$ cat config.mk
export PLATFORM = sky130hd
export DESIGN_NAME = vga_timing_gen
export DESIGN_NICKNAME = d
export VERILOG_FILES = /design/src/rtl/vga_timing_pkg.sv /design/src/rtl/vga_axis_counter.sv /design/src/rtl/vga_timing_gen.sv
export SDC_FILE = /design/constraint.sdc
export NUM_CORES = 1
export LEC_CHECK = 0
export BUFFER_PORTS_ARGS = -buffer_cell sky130_fd_sc_hd__buf_2
export CORE_ASPECT_RATIO = 2
export CORE_MARGIN = 4
export CORE_UTILIZATION = 40
export CTS_CLUSTER_SIZE = 40
export DETAILED_ROUTE_END_ITERATION = 10
export PLACE_DENSITY = 0.67
export REMOVE_ABC_BUFFERS = 1
export SETUP_SLACK_MARGIN = 0.2
export SYNTH_ARGS = -nofsm -noshare
export SYNTH_HDL_FRONTEND = slang
export SYNTH_SLANG_ARGS = --single-unit
export TNS_END_PERCENT = 50
$ cat constraint.sdc
create_clock -name vga_clk -period 2.2 [get_ports vga_clk]
set_clock_uncertainty 0.05 [all_clocks]
set_input_delay 0.11 -clock vga_clk [delete_from_list [all_inputs] [get_ports vga_clk]]
set_output_delay 0.11 -clock vga_clk [all_outputs]
set_load 0.01 [all_outputs]
$ cat src/rtl/vga_timing_pkg.sv
// Shared constants and helpers for the VGA raster timing generator.
// Default timing is 640x480 @ 60 Hz from a 25 MHz pixel clock.
package vga_timing_pkg;

    localparam int unsigned H_VISIBLE = 640;
    localparam int unsigned H_FP      = 16;
    localparam int unsigned H_SYNC    = 96;
    localparam int unsigned H_BP      = 48;
    localparam int unsigned V_VISIBLE = 480;
    localparam int unsigned V_FP      = 10;
    localparam int unsigned V_SYNC    = 2;
    localparam int unsigned V_BP      = 33;

    localparam int unsigned H_TOTAL = H_VISIBLE + H_FP + H_SYNC + H_BP;
    localparam int unsigned V_TOTAL = V_VISIBLE + V_FP + V_SYNC + V_BP;

    localparam int unsigned COORD_W = 10;

    // True when value lies in [lo, lo+len-1].
    function automatic logic in_window(input logic [COORD_W-1:0] value,
                                       input int unsigned lo,
                                       input int unsigned len);
        return (32'(value) >= lo) && (32'(value) < lo + len);
    endfunction

endpackage

$ cat src/rtl/vga_axis_counter.sv
// One raster axis: wrapping position counter with a registered active-low sync.
// active is a combinational "next position is visible" flag for the parent to register.
module vga_axis_counter
    import vga_timing_pkg::*;
#(
    parameter int unsigned TOTAL    = H_TOTAL,
    parameter int unsigned SYNC_LO  = H_VISIBLE + H_FP,
    parameter int unsigned SYNC_LEN = H_SYNC,
    parameter int unsigned VISIBLE  = H_VISIBLE
) (
    input  logic               vga_clk,
    input  logic               reset,
    input  logic               inc,
    output logic [COORD_W-1:0] count,
    output logic               wrap,
    output logic               sync_n,
    output logic               active
);

    logic [COORD_W-1:0] count_d;
    logic               at_end;

    assign at_end = (count == COORD_W'(TOTAL - 1));
    assign wrap   = inc && at_end;

    always_comb begin
        count_d = count;
        if (wrap) begin
            count_d = '0;
        end else if (inc) begin
            count_d = count + COORD_W'(1);
        end
    end

    // Decoded from the next position so the sync flop lines up with the count flop.
    assign active = (32'(count_d) < VISIBLE);

    always_ff @(posedge vga_clk) begin
        if (reset) begin
            count  <= '0;
            sync_n <= 1'b1;
        end else begin
            count  <= count_d;
            sync_n <= !in_window(count_d, SYNC_LO, SYNC_LEN);
        end
    end

endmodule

$ cat src/rtl/vga_timing_gen.sv
// VGA raster timing generator: DrawX/DrawY, active-low hs/vs, blank and frame markers.
// Define VGA_FRAME_CNT_EN to build the frame_count register; otherwise it is tied to 0.
module vga_timing_gen
    import vga_timing_pkg::*;
#(
    parameter int unsigned H_VISIBLE = vga_timing_pkg::H_VISIBLE,
    parameter int unsigned H_FP      = vga_timing_pkg::H_FP,
    parameter int unsigned H_SYNC    = vga_timing_pkg::H_SYNC,
    parameter int unsigned H_BP      = vga_timing_pkg::H_BP,
    parameter int unsigned V_VISIBLE = vga_timing_pkg::V_VISIBLE,
    parameter int unsigned V_FP      = vga_timing_pkg::V_FP,
    parameter int unsigned V_SYNC    = vga_timing_pkg::V_SYNC,
    parameter int unsigned V_BP      = vga_timing_pkg::V_BP,
    parameter int unsigned FRAME_W   = 8
) (
    input  logic               vga_clk,
    input  logic               reset,
    output logic [COORD_W-1:0] DrawX,
    output logic [COORD_W-1:0] DrawY,
    output logic               hs,
    output logic               vs,
    output logic               blank,
    output logic               frame_start,
    output logic [FRAME_W-1:0] frame_count
);

    localparam int unsigned H_TOT = H_VISIBLE + H_FP + H_SYNC + H_BP;
    localparam int unsigned V_TOT = V_VISIBLE + V_FP + V_SYNC + V_BP;

    if (H_TOT > 1024 || V_TOT > 1024) begin : g_total_check
        $error("vga_timing_gen: H_TOTAL and V_TOTAL must both be <= 1024");
    end

    logic h_wrap;
    logic v_wrap;
    logic h_active;
    logic v_active;

    vga_axis_counter #(
        .TOTAL    (H_TOT),
        .SYNC_LO  (H_VISIBLE + H_FP),
        .SYNC_LEN (H_SYNC),
        .VISIBLE  (H_VISIBLE)
    ) u_h_axis (
        .vga_clk (vga_clk),
        .reset   (reset),
        .inc     (1'b1),
        .count   (DrawX),
        .wrap    (h_wrap),
        .sync_n  (hs),
        .active  (h_active)
    );

    vga_axis_counter #(
        .TOTAL    (V_TOT),
        .SYNC_LO  (V_VISIBLE + V_FP),
        .SYNC_LEN (V_SYNC),
        .VISIBLE  (V_VISIBLE)
    ) u_v_axis (
        .vga_clk (vga_clk),
        .reset   (reset),
        .inc     (h_wrap),
        .count   (DrawY),
        .wrap    (v_wrap),
        .sync_n  (vs),
        .active  (v_active)
    );

    // v_wrap is the only way (0,0) is loaded outside reset, so it marks the frame start.
    always_ff @(posedge vga_clk) begin
        if (reset) begin
            blank       <= 1'b0;
            frame_start <= 1'b0;
        end else begin
            blank       <= h_active && v_active;
            frame_start <= v_wrap;
        end
    end

`ifdef VGA_FRAME_CNT_EN
    always_ff @(posedge vga_clk) begin
        if (reset) begin
            frame_count <= '0;
        end else if (v_wrap) begin
            frame_count <= frame_count + FRAME_W'(1);
        end
    end
`else
    assign frame_count = '0;
`endif

endmodule

Word-level counts from Yosys, hierarchy flattened. Cells that the tools add are included.

Register bits after elaboration: 24. Input bits: 2.

Add/subtract/negate cells: 2. Order comparisons: 6. Equality and inequality tests: 2. Muxes and demuxes: 3. Reductions and logical operators: 6.

Operators with widths (number): 10-bit two-way mux (3); 10-bit by 1-bit adder with 10-bit output, second input constant (2); 10-bit == test, second input constant (2); 10-bit less-than comparator, second input constant (2); 10-bit by 9-bit less-than comparator with 1-bit output, second input constant (2); 10-bit greater-or-equal comparator, second input constant (1); 10-bit by 9-bit greater-or-equal comparator with 1-bit output, second input constant (1); 1-bit logical AND (4); 1-bit logical NOT (2).

Depth between registers and ports, before layout. Gate-level depths: netlist of run 1.

Word-level depth: 6. Gate-level depth with buffers: 10. Mapped depth without buffers: 8.

Cells and area by module. A second synthesis of run 1 with hierarchy kept.

Cell total of the unflattened synthesis: 174. Area total of the unflattened synthesis: 1457.6 um2.

By module, submodules not included: vga_axis_counter (u_h_axis) (instances 1, cells an instance 84, area an instance 699.4 um2, sequential area each 220.2 um2); vga_axis_counter (u_v_axis) (instances 1, cells an instance 76, area an instance 635.6 um2, sequential area each 220.2 um2); vga_timing_gen (instances 1, cells an instance 14, area an instance 122.6 um2, sequential area each 40.0 um2).

Worst setup path before layout of run 1. No wires, ideal clock.

Path kind: register -> register. From: register u_h_axis.count[0]. To: register u_v_axis.sync_n. Setup time: 0.129 ns. Arrival time: 1.845 ns. Required time: 2.021 ns. Path slack: 0.175 ns. Cell stages (with the launch flop): 11. Path buffers: 3. Clock period less this slack: 2.025 ns. Cells stage by stage: dfxtp_1 ha_1 and4_1 buf_6 and4_4 buf_6 and2_4 or2_1 buf_6 nor2_4 nand3_2.

Word-level cells in the longest chain between the ends: 6. Elaborated cells on any way between the ends: 8.

Ends and longest elaborated chain: from (decl) (RTL line vga_axis_counter.sv:14) `output logic [COORD_W-1:0] count,`; from (signal assigned) (RTL line vga_axis_counter.sv:43) `count <= count_d;`; 10-bit == test * (RTL line vga_axis_counter.sv:23) `assign at_end = (count == COORD_W'(TOTAL - 1));`; 10-bit two-way mux or 1-bit logical AND (tied branches) (RTL line vga_axis_counter.sv:30, vga_axis_counter.sv:24); 10-bit two-way mux * (RTL line vga_axis_counter.sv:28) `if (wrap) begin`; 10-bit by 9-bit greater-or-equal comparator with 1-bit output or 10-bit by 9-bit less-than comparator with 1-bit output (tied branches) (RTL line vga_timing_pkg.sv:23) `return (32'(value) >= lo) && (32'(value) < lo + len);`; 1-bit logical AND * (RTL line vga_timing_pkg.sv:23); 1-bit logical NOT * (RTL line vga_axis_counter.sv:44) `sync_n <= !in_window(count_d, SYNC_LO, SYNC_LEN);`; to (signal assigned) (RTL line vga_axis_counter.sv:44); to (decl) (RTL line vga_axis_counter.sv:16) `output logic sync_n,`.

Every way passes the cells marked *; elsewhere a longest branch is shown, timed or not. A chain may end at the register's enable or synchronous reset.

Worst setup path in the final report of run 1. Same ends and word-level chain as after synthesis.

==> flow_metrics.tcl, run 1 <==
set metrics [dict create \
    totalWireLength_um 3120 \
    required_ns 2.30 \
    max_freq_mhz 520.5 \
    fin_setup_tns_ns 0 \
    rows 29 \
    netlist_instances 150 \
    initial_core_util 0.4098 \
    grt_pass1_vias 1088 \
    via_count 1151 \
    synth_top_area_share 0.3714 \
    hold_path_class "in2reg" \
    core_area_mm2 0.003157 \
    die_w_um 48.22 \
    first_pass_iters 4 \
    outcome "finished clean" \
    synth.mux.area_fraction 0.007737 \
    finalCritPeriodShare 0.8733 \
    power_frac_seq 0.564 \
    viasPerCell 5.481 \
    syn_area_per_cell_um2 8.625 \
    drv_slew 0 \
    power.internal_w 0.0006199 \
    fin_nets 185 \
    drc 0 \
    synth-edff-count 0 \
    synth_fa_ha_area_frac 0.02901 \
    critPathCaptureType "flop" \
    p_comb_frac 0.063 \
    grt_max_degree 14 \
    cts_tree "done" \
    place_congestion 0.9511 \
    synth_top_family_by_area "simple AND/OR/NAND/NOR gates" \
    vdd_drop_max_uv 395.9 \
    dr.first_iter.drc_count 36 \
    ys_warn_count 0 \
    crit_buf_inv 0 \
    synth_area_leader_cell "dfxtp_1" \
    yosysMostFrequentCell "dfxtp_1" \
    io_pins 34 \
    clock_latency_ns 0.26 \
    cts_sinks 24 \
    grt.total_usage 0.1560 \
    crit_cells 7 \
    syn_area_mm2 0.001294 \
    grt_pass1_wl_um 4878 \
    switching_share 0.2229 \
    finalHoldViolCount 0 \
    cts-root-buf "clkbuf_8" \
    switchingPower_w 0.0001778 \
    leakage_nw 0.6562 \
    clk_pin_slew_ns 0.08 \
    io_buffers 25 \
    overflow 0 \
    synthTopCellsByCount "dfxtp_1 (24), nor2_1 (21), nand2_1 (9), buf_4 (8), xor2_1 (8)" \
    synth.area.top_cells "dfxtp_1 (37%), nor2_1 (6.1%), xor2_1 (5.4%)" \
    cts_max_path_buffers 2 \
    yosysUniqueCellTypes 41 \
    syn2layout_area_growth_pct 18.96 \
    worstSetupPathType "reg2reg" \
    cp.arrival_ns 2.02 \
    synth_xor_area_frac 0.1015 \
    clkPwrFrac 0.374 \
    cts_buffers 3 \
    crit_chain "ha_4, and4_4, and2_4, nand4_1, xor2_2, nor4_4, nand3_2" \
    ant_nets 0 \
    antenna_found_initial 0 \
    critPathLaunchType "flop" \
    drv_cap 0 \
    hpwl_um 2366 \
    period_needed_ns 1.921 \
    max_stage_delay_ns 0.38 \
    reg2reg_depth 7 \
    cts_max_level 1 \
    synth_compound_area_frac 0.07157 \
    synthSimpleGateAreaFrac 0.3182 \
    die-area_mm2 0.004264 \
    ys_seq_elements 24 \
    hold_depth 2 \
    post-place-ws_ns 0.06567 \
    fp.dieH_um 88.43 \
    avgRoutedWirePerCell_um 14.86 \
    p_per_area_mw_per_mm2 518.3 \
    n_antenna_cell 0 \
    cp_slowest_cell "dfxtp_4" \
    setup_viol 0 \
    cp_max_fo 8 \
    rsz0062_at_grt "yes" \
    fillers 304 \
    synth_flop_cell "dfxtp_1" \
    ys_seq_area_frac 0.3714 \
    worst_slack_ns 0.2788 \
    synthArstFlopShare 0 \
    crit_family "simple AND/OR/NAND/NOR gates" \
    layout-drive-gt1-share 0.3017 \
]
## logic make-up after synthesis
kind of cell,Yosys count
AND/OR/NAND/NOR,73
flip-flops,24
buffers and inverters,19
XOR/XNOR,15
AO/OA/AOI/OAI,14
adder cells (fa/ha/maj),3
other,1
multiplexers,1
## power by group through the flow
stage	combinational (W)	sequential [W]	clock, W
2_1_floorplan	0.0000216	0.000463	0
3_3_place_gp	0.0000463	0.000458	0
3_5_place_dp	0.0000477	0.000458	0
4_1_cts	0.0000485	0.000448	0.000303
5_1_grt	0.0000570	0.000451	0.000316
6_report	0.0000501	0.000450	0.000298
## flip-flops by register name, indices dropped and copies added (netlist names)
name,flops
u_h_axis.sync_n,1
blank,1
u_h_axis.count,10
u_v_axis.count,10
u_v_axis.sync_n,1
frame_start,1
## layout make-up
| type | instances | area, µm² | share of cell area |
|---|---|---|---|
| sequential | 24 | 488.0 | 0.3171 |
| multi-input combinational | 114 | 757.0 | 0.4919 |
| clock buffer | 4 | 55.05 | 0.03577 |
| timing repair buffer | 33 | 185.2 | 0.1203 |
| inverter | 4 | 15.01 | 0.009756 |
| tap | 31 | 38.79 | 0.02520 |
## stage by stage
step | util | area, µm² | hold slack, ns | power (W) | instances
6_report | 0.4875 | 1539 | 0.1292 | 0.0007977 | 210
4_1_cts | 0.4685 | 1479 | 0.1246 | 0.0007995 | 208
3_5_place_dp | 0.4491 | 1418 | 0.3989 | 0.0005058 | 204
2_1_floorplan | - | 1209 | 0.1291 | 0.0004841 | 142
5_1_grt | 0.4875 | 1539 | 0.1459 | 0.0008241 | 210
3_3_place_gp | 0.4491 | 1418 | 0.3953 | 0.0005039 | 204
## final timing paths
kind / end / slack, ns / from
hold / removal: u_h_axis.count[9]$_SDFF_PP0_ / 0.13 / reset
setup reg to reg: u_v_axis.sync_n$_SDFF_PP1_ / 0.28 / u_h_axis.count[0]$_SDFF_PP0_
hold reg to reg: u_h_axis.count[0]$_SDFF_PP0_ / 0.41 / u_h_axis.count[0]$_SDFF_PP0_
setup / recovery: u_v_axis.sync_n$_SDFF_PP1_ / 0.28 / u_h_axis.count[0]$_SDFF_PP0_
## layer usage
metal	vias up	GRT usage	wire length, µm
met5	-	0	0
met4	0	0.06127	110
met3	10	0.02444	172
met2	40	0.2774	1735
met1	544	0.1713	1101
li1	557	-	-
## layout by cell type (no fill, tap or decap), drive strengths merged, types with 2 or more instances in the layout
cell type,instances
xor2,8
buf,33
nand2b,2
nand2,9
nor2b,4
clkbuf,4
nor4,3
nand4b,2
nand4,6
conb,8
o22ai,2
ha,3
dfxtp,24
nand3,7
or2,2
nor2,22
and3,4
a31oi,2
nand3b,2
and2,2
nor3,4
a21oi,3
and4,3
xnor2,7
o21ai,2
inv,4
## repair_timing
action / in CTS / in global routing
pin swaps: 1 / 2
hold buffers: 0 / 0
setup buffers: 0 / 2
setup endpoints to repair: 10 / 10
gates resized for setup: 4 / 10
No activity file was read; power rests on OpenSTA's default activity.
==> inputs of run 2 (changes only) <==
--- a/config.mk
+++ b/config.mk
@@ -5,13 +5,13 @@
 export SDC_FILE = /design/constraint.sdc
 export NUM_CORES = 1
 export LEC_CHECK = 0
-export BUFFER_PORTS_ARGS = -buffer_cell sky130_fd_sc_hd__buf_2
 export CORE_ASPECT_RATIO = 2
 export CORE_MARGIN = 4
 export CORE_UTILIZATION = 40
 export CTS_CLUSTER_SIZE = 40
 export DETAILED_ROUTE_END_ITERATION = 10
-export PLACE_DENSITY = 0.67
+export DONT_BUFFER_PORTS = 1
+export PLACE_DENSITY = 0.58
 export REMOVE_ABC_BUFFERS = 1
 export SETUP_SLACK_MARGIN = 0.2
 export SYNTH_ARGS = -nofsm -noshare
==> flow_metrics.tcl, run 2 (synthesis gave the netlist of run 1 again) <==
set metrics [dict create \
    leakage_nw 0.5739 \
    cts_max_level 1 \
    final_common_cell "dfxtp_1" \
    required_ns 2.28 \
    critPathCaptureType "flop" \
    avgRoutedWirePerCell_um 16.77 \
    die_w_um 48.22 \
    cp_max_fo 7 \
    antenna_found_initial 0 \
    viasPerCell 5.602 \
    clk_pin_slew_ns 0.08 \
    dr.first_iter.drc_count 32 \
    syn2layout_area_growth_pct 13.44 \
    overflow 0 \
    rsz0062_at_grt "no" \
    clock_latency_ns 0.26 \
    max_freq_mhz 518.2 \
    outcome "finished clean" \
    worstSetupPathType "reg2reg" \
    initial_core_util 0.4098 \
    totalWireLength_um 3203 \
    max_stage_delay_ns 0.34 \
    cts_tree "done" \
    fin_setup_tns_ns 0 \
    finalCritPeriodShare 0.8771 \
    via_count 1070 \
    critPathLaunchType "flop" \
    fp.dieH_um 88.43 \
    drc 0 \
    p_per_area_mw_per_mm2 508.8 \
    n_antenna_cell 0 \
    hpwl_um 2416 \
    cts_buffers 3 \
    vdd_drop_max_uv 293.4 \
    drv_slew 0 \
    cts_max_path_buffers 2 \
    dpl_cell_area_mm2 0.001345 \
    crit_chain "ha_2, and4_4, buf_6, nand4b_4, nor3_4, xnor2_2, nor4_4, nor3_1" \
    finalHoldViolCount 0 \
    rows 29 \
    first_pass_iters 4 \
    r2r_slack_ns 0.27 \
    setup_viol 0 \
    hold_path_class "in2reg" \
    fin_nets 167 \
    io_buffers 0 \
    cts-root-buf "clkbuf_8" \
    ant_nets 0 \
    io_pins 34 \
    final_cell_mix "dfxtp_1 (22), nor2_1 (21), buf_4 (13), nand2_1 (9)" \
    grt.total_usage 0.1645 \
    period_needed_ns 1.930 \
    cp.arrival_ns 2.01 \
    top_regs "u_h_axis.count x10, u_v_axis.count x10" \
    place_congestion 0.8565 \
    crit_buf_inv 1 \
    cts_sinks 24 \
    cp_slowest_cell "dfxtp_1" \
    grt_pass1_wl_um 5043 \
    layout-drive-gt1-share 0.2125 \
    grt_max_degree 13 \
    drv_cap 0 \
    core_area_mm2 0.003157 \
    crit_family "simple AND/OR/NAND/NOR gates" \
    die-area_mm2 0.004264 \
    fin_area_mm2 0.001468 \
    grt_pass1_vias 1092 \
]
## run 2: layer usage
layer,share of wire,GRT usage
met5,0,0
met4,0.017,0.07598
met3,0.055,0.03666
met1,0.34,0.1665
met2,0.59,0.2940
## run 2: metrics by stage
stage | hold WS, ns | cells | util | total power (W) | worst slack [ns]
2_1_floorplan | 0.1291 | 142 | - | 0.0004841 | 0.1837
3_3_place_gp | 0.1355 | 186 | 0.4261 | 0.0004991 | 0.1974
3_5_place_dp | 0.1347 | 186 | 0.4261 | 0.0005000 | 0.1799
4_1_cts | 0.09351 | 190 | 0.4427 | 0.0007528 | 0.1966
5_1_grt | 0.05925 | 191 | 0.4649 | 0.0007851 | 0.1852
6_report | 0.05362 | 191 | 0.4649 | 0.0007468 | 0.2704
## run 2: layout make-up
| class | instances | area (µm²) |
|---|---|---|
| fill | 308 | 1689 |
| multi-input combinational | 114 | 770.7 |
| sequential | 24 | 483.0 |
| timing repair buffer | 15 | 118.9 |
| clock buffer | 3 | 41.29 |
| tap | 31 | 38.79 |
| inverter | 4 | 15.01 |
## run 2: worst paths after layout
check                                 end  depth (start not counted)                    startpoint
min          u_v_axis.count[3]$_SDFF_PP0_                          2                         reset
min reg2reg  u_h_axis.count[0]$_SDFF_PP0_                          2  u_h_axis.count[0]$_SDFF_PP0_
max                      blank$_SDFF_PP0_                          8  u_h_axis.count[1]$_SDFF_PP0_
max reg2reg              blank$_SDFF_PP0_                          8  u_h_axis.count[1]$_SDFF_PP0_
## run 2: power by group
part | switching, W | internal (W)
Clock | 0.000128 | 0.000122
Sequential | 0.00000430 | 0.000442
Combinational | 0.0000325 | 0.0000185
## run 2: repair_timing
item / in CTS / in global routing
endpoints found under the hold margin: 10 / 0
pin swaps: 0 / 3
hold buffers: 1 / 0
gates resized for setup: 1 / 13
setup endpoints to repair: 2 / 11
setup buffers: 0 / 1
gates cloned: 0 / 0
## run 2: worst register-to-register path, delay by kind of cell, from the launching register on
family | cells | cell delay [ns]
adder cells (fa/ha/maj) | 1 | 0.20
AND/OR/NAND/NOR | 5 | 0.97
flip-flops | 1 | 0.34
XOR/XNOR | 1 | 0.12
buffers and inverters | 1 | 0.13
